--- src/rtl/fp8_mul_arbiter.sv ---
// Shared FP8 (E4M3, bias 7) multiplier: 0x80 is NaN, no infinities, saturates to +/-0x7F.
// Latency: purely combinational, no state.
// Backpressure: none; the result follows the operands in the same cycle.
module fp8mul (
  input  logic [7:0] a,
  input  logic [7:0] b,
  output logic [7:0] p
);

  logic        sign;
  logic [3:0]  sig_a, sig_b, exp_a, exp_b;
  logic [7:0]  prod, norm;
  logic [2:0]  lead;
  logic [5:0]  e_raw, sh, e_clamp;
  logic [23:0] shifted;
  logic        rnd;
  logic [4:0]  rounded;
  logic [9:0]  mag;

  // Multiply significands, normalise, round to nearest-even (subnormals kept), saturate
  always_comb begin
    sign  = a[7] ^ b[7];
    exp_a = (a[6:3] == 4'd0) ? 4'd1 : a[6:3];
    exp_b = (b[6:3] == 4'd0) ? 4'd1 : b[6:3];
    sig_a = {(a[6:3] != 4'd0), a[2:0]};
    sig_b = {(b[6:3] != 4'd0), b[2:0]};
    prod  = {4'd0, sig_a} * {4'd0, sig_b};
    lead  = 3'd0;
    for (int i = 0; i < 8; i++) begin
      if (prod[i]) lead = i[2:0];
    end
    norm  = prod << (3'd7 - lead);
    // Biased result exponent is e_raw - 13; below 1 the value is subnormal
    e_raw = {3'd0, lead} + {2'd0, exp_a} + {2'd0, exp_b};
    if (e_raw >= 6'd14) begin
      sh      = 6'd0;
      e_clamp = e_raw - 6'd13;
    end else begin
      sh      = 6'd14 - e_raw;
      e_clamp = 6'd1;
    end
    // 16 spare low bits: the largest subnormal shift (12) never drops a set bit
    shifted = {norm, 16'h0000} >> sh;
    rnd     = shifted[19] & ((|shifted[18:0]) | shifted[20]);
    rounded = {1'b0, shifted[23:20]} + {4'd0, rnd};
    // Exponent*8 + significand - hidden one: carries out of the mantissa land correctly
    mag     = {1'b0, e_clamp, 3'b000} + {5'd0, rounded} - 10'd8;
    if (a == 8'h80 || b == 8'h80) begin
      p = 8'h80;
    end else if (prod == 8'd0 || mag == 10'd0) begin
      p = 8'h00;
    end else if (mag > 10'd127) begin
      p = {sign, 7'h7F};
    end else begin
      p = {sign, mag[6:0]};
    end
  end

endmodule

// Two-requester arbiter sharing one fp8mul; round-robin or fixed priority to requester 0.
// Latency: accept at edge N, rsp_valid after edge N+1; one transaction in flight.
// Backpressure: result held in RESP until rsp_ready; no request accepted while busy.
module fp8_mul_arbiter #(
  parameter int unsigned FAIR_RR = 1
) (
  input  logic       clk,
  input  logic       rst_n,
  input  logic       req0_valid,
  output logic       req0_ready,
  input  logic [7:0] req0_a,
  input  logic [7:0] req0_b,
  input  logic       req1_valid,
  output logic       req1_ready,
  input  logic [7:0] req1_a,
  input  logic [7:0] req1_b,
  output logic       rsp_valid,
  input  logic       rsp_ready,
  output logic [7:0] rsp_data,
  output logic       rsp_id,
  output logic       busy
);

  typedef enum logic [1:0] {IDLE = 2'b00, EXEC = 2'b01, RESP = 2'b10} state_t;

  state_t     state, state_nxt;
  logic [7:0] op_a, op_b, mul_p;
  logic       owner, last_grant, grant, hs;

  fp8mul u_mul (.a(op_a), .b(op_b), .p(mul_p));

  assign rsp_valid = (state == RESP);
  assign busy      = (state != IDLE);

  // Grant selection, ready generation and next-state decode
  always_comb begin
    grant      = 1'b0;
    hs         = 1'b0;
    req0_ready = 1'b0;
    req1_ready = 1'b0;
    state_nxt  = state;
    if (FAIR_RR != 0) begin
      grant = (req0_valid && req1_valid) ? ~last_grant : req1_valid;
    end else begin
      grant = ~req0_valid & req1_valid;
    end
    case (state)
      IDLE: begin
        req0_ready = ~grant;
        req1_ready = grant;
        hs         = grant ? req1_valid : req0_valid;
        if (hs) state_nxt = EXEC;
      end
      EXEC:    state_nxt = RESP;
      RESP:    if (rsp_ready) state_nxt = IDLE;
      default: state_nxt = IDLE;
    endcase
  end

  // State register
  always_ff @(posedge clk or negedge rst_n) begin
    if (!rst_n) state <= IDLE;
    else        state <= state_nxt;
  end

  // Capture operands and owner on accept; last_grant only moves on a real handshake
  always_ff @(posedge clk or negedge rst_n) begin
    if (!rst_n) begin
      op_a       <= 8'h00;
      op_b       <= 8'h00;
      owner      <= 1'b0;
      last_grant <= 1'b1;
    end else if (hs) begin
      op_a       <= grant ? req1_a : req0_a;
      op_b       <= grant ? req1_b : req0_b;
      owner      <= grant;
      last_grant <= grant;
    end
  end

  // Register the product and its owner when leaving EXEC; held through RESP
  always_ff @(posedge clk or negedge rst_n) begin
    if (!rst_n) begin
      rsp_data <= 8'h00;
      rsp_id   <= 1'b0;
    end else if (state == EXEC) begin
      rsp_data <= mul_p;
      rsp_id   <= owner;
    end
  end

endmodule

--- config.mk ---
export PLATFORM = sky130hd
export DESIGN_NAME = fp8_mul_arbiter
export DESIGN_NICKNAME = d
export VERILOG_FILES = /design/src/rtl/fp8_mul_arbiter.sv
export SDC_FILE = /design/constraint.sdc
export NUM_CORES = 1
export LEC_CHECK = 0
export CAP_MARGIN = 20
export CORE_MARGIN = 2
export CORE_UTILIZATION = 55
export CTS_CLUSTER_DIAMETER = 120
export DETAILED_ROUTE_END_ITERATION = 8
export HOLD_SLACK_MARGIN = 0.08
export PLACE_DENSITY = 0.8
export REMOVE_ABC_BUFFERS = 1
export SLEW_MARGIN = 20
export SYNTH_ARGS = -nofsm -noshare
export SYNTH_HDL_FRONTEND = slang
export SYNTH_SLANG_ARGS = --single-unit
export TNS_END_PERCENT = 30
--- constraint.sdc ---
create_clock -name clk -period 12.9 [get_ports clk]
set_input_delay 3.225 -clock clk [delete_from_list [all_inputs] [get_ports clk]]
set_output_delay 3.225 -clock clk [all_outputs]
set_load 0.05 [all_outputs]
# Yosys cells after proc, flatten, opt, wreduce, memory -nomap -nowiden
# Cells that the tools add are included.
# totals
register_bits	29
inputBits	37
out_inout_bits	13
elab_cells	68
# classes
n_addsub	8
multipliers	1
n_lt_le_gt_ge	2
n_eq_ne	6
shift	2
n_mux	24
bitwise_logic	5
reduce_logical	13
# ops
op	n
$mux 8	4
$shr 24x6->24	1
$reduce_or 19->1	1
$eq 8x8->1 const B	2
$mux 3	4
$mux 6	2
$add 9x5->10	1
$gt 10x7->1 const B	1
$logic_not 10->1	1
$sub 10x4->10 const B	1
$logic_not 4->1	2
$logic_not 8->1	1
$mul 4x4->8	1
$mux 2	4
$mux 4	2
$reduce_bool 4->1	2
$shl 8x3->8	1
$mux 7	1
$add 6x4->6	1
$ge 6x4->1 const B	1
$mux 1	6
$pmux 2 s3	1
$sub 4x6->6 const A	1
$sub 6x4->6 const B	1
other kinds (16)	18

# Logic depth before layout (Yosys ltp)
# depth
depth_word	24
depth_mapped	41
ltp_nobuf	40

# Cells and area by module
# A second synthesis with hierarchy kept.
# hier_totals
cells_unflattened	383
area_unflattened_um2	3447.1
# by_module_without_submodules
module	n_inst	cells_per_inst	area_per_inst_um2
fp8mul	1	295	2110.8
fp8_mul_arbiter	1	88	1336.3

# Worst setup path before layout
# No wires, ideal clock.
# synth_path
path_type	flip-flop to flip-flop
start	register op_a[5]
end	register rsp_data[7]
setup_ps	94
arrival_ps	8407
required_ps	12806
path_slack_ps	4399
path_stages_with_launch	36
synth_period_minus_slack_ps	8501
cell_sequence	dfrtp_1 clkbuf_1 or4_1 and2_1 ha_1 ha_1 ha_1 buf_2 and3_1 or4_4 a211oi_4 inv_2 fa_1 fa_1 ha_1 buf_1 nor2_1 nor4_2 nor2_1 o31ai_1 a211oi_1 o31a_1 and2_1 ha_1 ha_1 and3b_1 nor2_1 nor2_1 o21ai_0 nand2b_1 o211a_1 o21ai_0 nor2_1 mux2i_1 a211oi_2 a221oi_2
# synth_via
elab_chain_cells	22
elab_cells_between_ends	32
# synth_lines
item	line_no	text
start, declared	87	logic [7:0] op_a, op_b, mul_p;
start signal, assigned	134	op_a <= grant ? req1_a : req0_a;
$reduce_bool 4->1	25	sig_a = {(a[6:3] != 4'd0), a[2:0]};
$mul 4x4->8	27	prod = {4'd0, sig_a} * {4'd0, sig_b};
$mux 2	30	if (prod[i]) lead = i[2:0];
$mux 3 (4 in a row)	30	
$add 3x4->5	34	e_raw = {3'd0, lead} + {2'd0, exp_a} + {2'd0, exp_b};
$add 6x4->6	34	
$sub 4x6->6 or $ge 6x4->1 (tied branches)	39, 35	
$mux 6	35	if (e_raw >= 6'd14) begin
[3 not listed]	--	
$and 1x1->1	44	rnd = shifted[19] & ((|shifted[18:0]) | shifted[20]);
$add 4x1->5	45	rounded = {1'b0, shifted[23:20]} + {4'd0, rnd};
$add 9x5->10	47	mag = {1'b0, e_clamp, 3'b000} + {5'd0, rounded} - 10'd8;
$sub 10x4->10	47	
$logic_not 10->1	50	end else if (prod == 8'd0 || mag == 10'd0) begin
$logic_or 1x1->1	50	
$mux 8	50	
$mux 8 *	48	if (a == 8'h80 || b == 8'h80) begin
end signal, assigned	147	rsp_data <= mul_p;
end, declared	79	output logic [7:0] rsp_data,
# Every way passes the cells marked *; elsewhere a longest branch is shown, timed or not.
# A chain may end at the register's enable or synchronous reset.

# Worst setup path in the final report
# layout_path
start	register op_b[5]
end	register rsp_data[7]
# layout_via
elab_chain_cells	22
elab_cells_between_ends	32
# layout_lines
item	line_no	text
start, declared	87	
start signal, assigned	135	op_b <= grant ? req1_b : req0_b;
$reduce_bool 4->1	26	sig_b = {(b[6:3] != 4'd0), b[2:0]};
$mul 4x4->8	27	
$mux 2	30	
$mux 3 (4 in a row)	30	
$add 3x4->5	34	
$add 6x4->6	34	
$sub 4x6->6 or $ge 6x4->1 (tied branches)	39, 35	
$mux 6	35	
[3 not listed]	--	
$and 1x1->1	44	
$add 4x1->5	45	
$add 9x5->10	47	
$sub 10x4->10	47	
$logic_not 10->1	50	
$logic_or 1x1->1	50	
$mux 8	50	
$mux 8 *	48	
# Marks and branches as above.

==> results.cfg <==
[synthesis]
synth_area_leaders = dfrtp_1 (19%), ha_1 (10%), mux2i_1 (5.4%)
postSynth.asyncResetShare = 1.00
avgSynthCellArea_um2 = 8.07
synth_cell_types = 83
syn_area_um2 = 3690
synthCells = 458
yosys.area.top_type_share = 0.190
synth_edf_count = 0
yosys_register_bits = 29
synth_ff_type = dfrtp_1
yosysMostFrequentCell = nor2_1
yosysSeqAreaShare = 0.197
yosys-top-cells-count = nor2_1 (51), a21oi_1 (33), inv_1 (31)
synth_top_area_cell = dfrtp_1
yosys_warnings = 0

[sta]
rsz0062_at_grt = false
fin_crit_sh = 0.738
worstMarginPinSlew_ps = 862
drv_slew = 0
whs_ps = 484
setup-tns-final_ps = 0
finalSetupViolCount = 0
finalCriticalPeriod_ps = 9520
clock_skew_ps = 6.32
slew_headroom = 0.424
hold_viol = 0
worst_slack_ps = 3380
fmax_mhz = 105

[placed_design]
io_buffers = 49
dp_hpwl_um = 7420
pre_cts_slack_ps = 3560
dpl_cell_area_um2 = 4230
gp_congestion = 0.978

[setup_path]
crit_fanout = 8
critPathTopFamily = adder cells
crit_path_frequent_cell = nor2_1
slowest_delay_ps = 700
arrival_ps = 9710
path_class = reg -> reg
startpoint_type = register
crit_slowest_cell = nor4_2
required_ps = 13090
cp-end-kind = register
critPathBufInv = 1

[routing]
wl_per_cell_um = 16.2
routed_wl_um = 9390
routed-via-count = 3649
drc = 0
routed_via_density = 6.31
dr.pass1.iters = 5
ant_nets = 0
drt_iter0_markers = 228

[global_route]
grt_max_degree = 34
track_usage = 0.265
grt_pass1_wl_um = 16200
grt_pass1_vias = 3595
grt-ovfl-total = 0
antenna_found_initial = 0

[floorplanning]
fp.dieH_um = 86.0
core_area_um2 = 6420
rows = 29
ios = 50
die_w_um = 86.0
die-area_um2 = 7390
start_util = 0.575

[cells_and_area]
drive_above_1_share = 0.0838
final_area_um2 = 4350
diodes = 0
fillers = 530
finalNetCount = 573
syn_to_final_growth_pct = 17.7

[run]
max-cap-violations = 0

[outcome]
status = complete, no violations

[clock_tree]
root_buffer = clkbuf_8
clock_path_buffers = 2
ctsResizeCount = 0
clkSinkCount = 29
clk_latency_ps = 280
holdBufCountCts = 0
path_clk_slew_ps = 60
tritoncts = done
cts_htree_levels = 2
cts_setup_buffers = 0
cts_buffers = 5

[min_path]
min_path_type = reg -> reg
==> final timing paths <==
path	from	to	slack, ps	depth (start not counted)
max	op_b[5]	rsp_data[7]	3380	38
min	owner	owner	480	1
max reg2reg	op_b[5]	rsp_data[7]	3380	38
min reg2reg	owner	owner	480	1
max in group asynchronous	rst_n	last_grant	9280	2
min in group asynchronous	rst_n	owner	3320	2
==> metrics by stage <==
stage,cells,util
4_1_cts,578,0.676
3_5_place_dp,570,0.658
6_report,578,0.677
3_3_place_gp,570,0.658
2_1_floorplan,443,-
5_1_grt,578,0.677
==> state kept, by name, indices dropped and copies added, names as in the netlist <==
| register | count |
|---|---|
| owner | 1 |
| op_b | 8 |
| rsp_data | 8 |
| op_a | 8 |
| last_grant | 1 |
| rsp_id | 1 |
| state | 2 |
==> final cells by class <==
type	count	area, um2	area share
clock inverters	1	30.0	0.00690
well taps	77	96.3	0.0221
flip-flops and latches	29	727	0.167
multi-input cells	382	2790	0.642
inverters	32	120	0.0276
repair buffers	50	498	0.114
clock buffers	7	86.3	0.0198
==> routing by layer <==
metal | wire length, um | part of all wire | global-route usage | vias up
met4 | 167 | 0.018 | 0.0880 | 0
met5 | 0 | 0 | 0 | -
met2 | 4500 | 0.48 | 0.443 | 141
met1 | 4060 | 0.43 | 0.350 | 1736
li1 | - | - | - | 1754
met3 | 659 | 0.070 | 0.0414 | 18
==> cells in the final DEF, fill, tap and decap left out, types with 7 or more instances in the layout <==
master / synthesis / final
nor2b_1: 9 / 9
nor4_1: 7 / 7
and2_1: 11 / 11
nor3_1: 11 / 11
o21ai_0: 25 / 25
a21o_1: 7 / 7
inv_1: 31 / 31
nand2b_1: 10 / 10
clkdlybuf4s50_1: 0 / 49
mux2i_1: 20 / 20
xnor2_1: 10 / 10
a21oi_1: 33 / 33
nand2_1: 30 / 30
nand3_1: 10 / 10
nor2_1: 51 / 51
dfrtp_1: 28 / 28
ha_1: 30 / 30
==> worst reg2reg max path: cells and delay by family, from the launching register on <==
family | cells | cell delay (ps)
adders and majority gates | 8 | 2930
AOI/OAI and AO/OA | 12 | 2600
and+or+nand+nor | 13 | 2320
muxes | 1 | 460
buffers and inverters | 1 | 50
DFF | 1 | 430
xor gates and xnor gates | 3 | 630
==> kinds of logic after synthesis <==
logic type      Yosys count  share of synthesized area
flops                    29                      0.197
compound gates          137                      0.274
buf+inv                  47                     0.0505
xor+xnor                 15                     0.0356
mux                      22                     0.0603
simple gates            171                      0.246
fa+ha+maj                37                      0.137
Power is left out: the tool's default activity adds up to more than one toggle a clock period on the data nets, which glitch-free logic cannot reach.
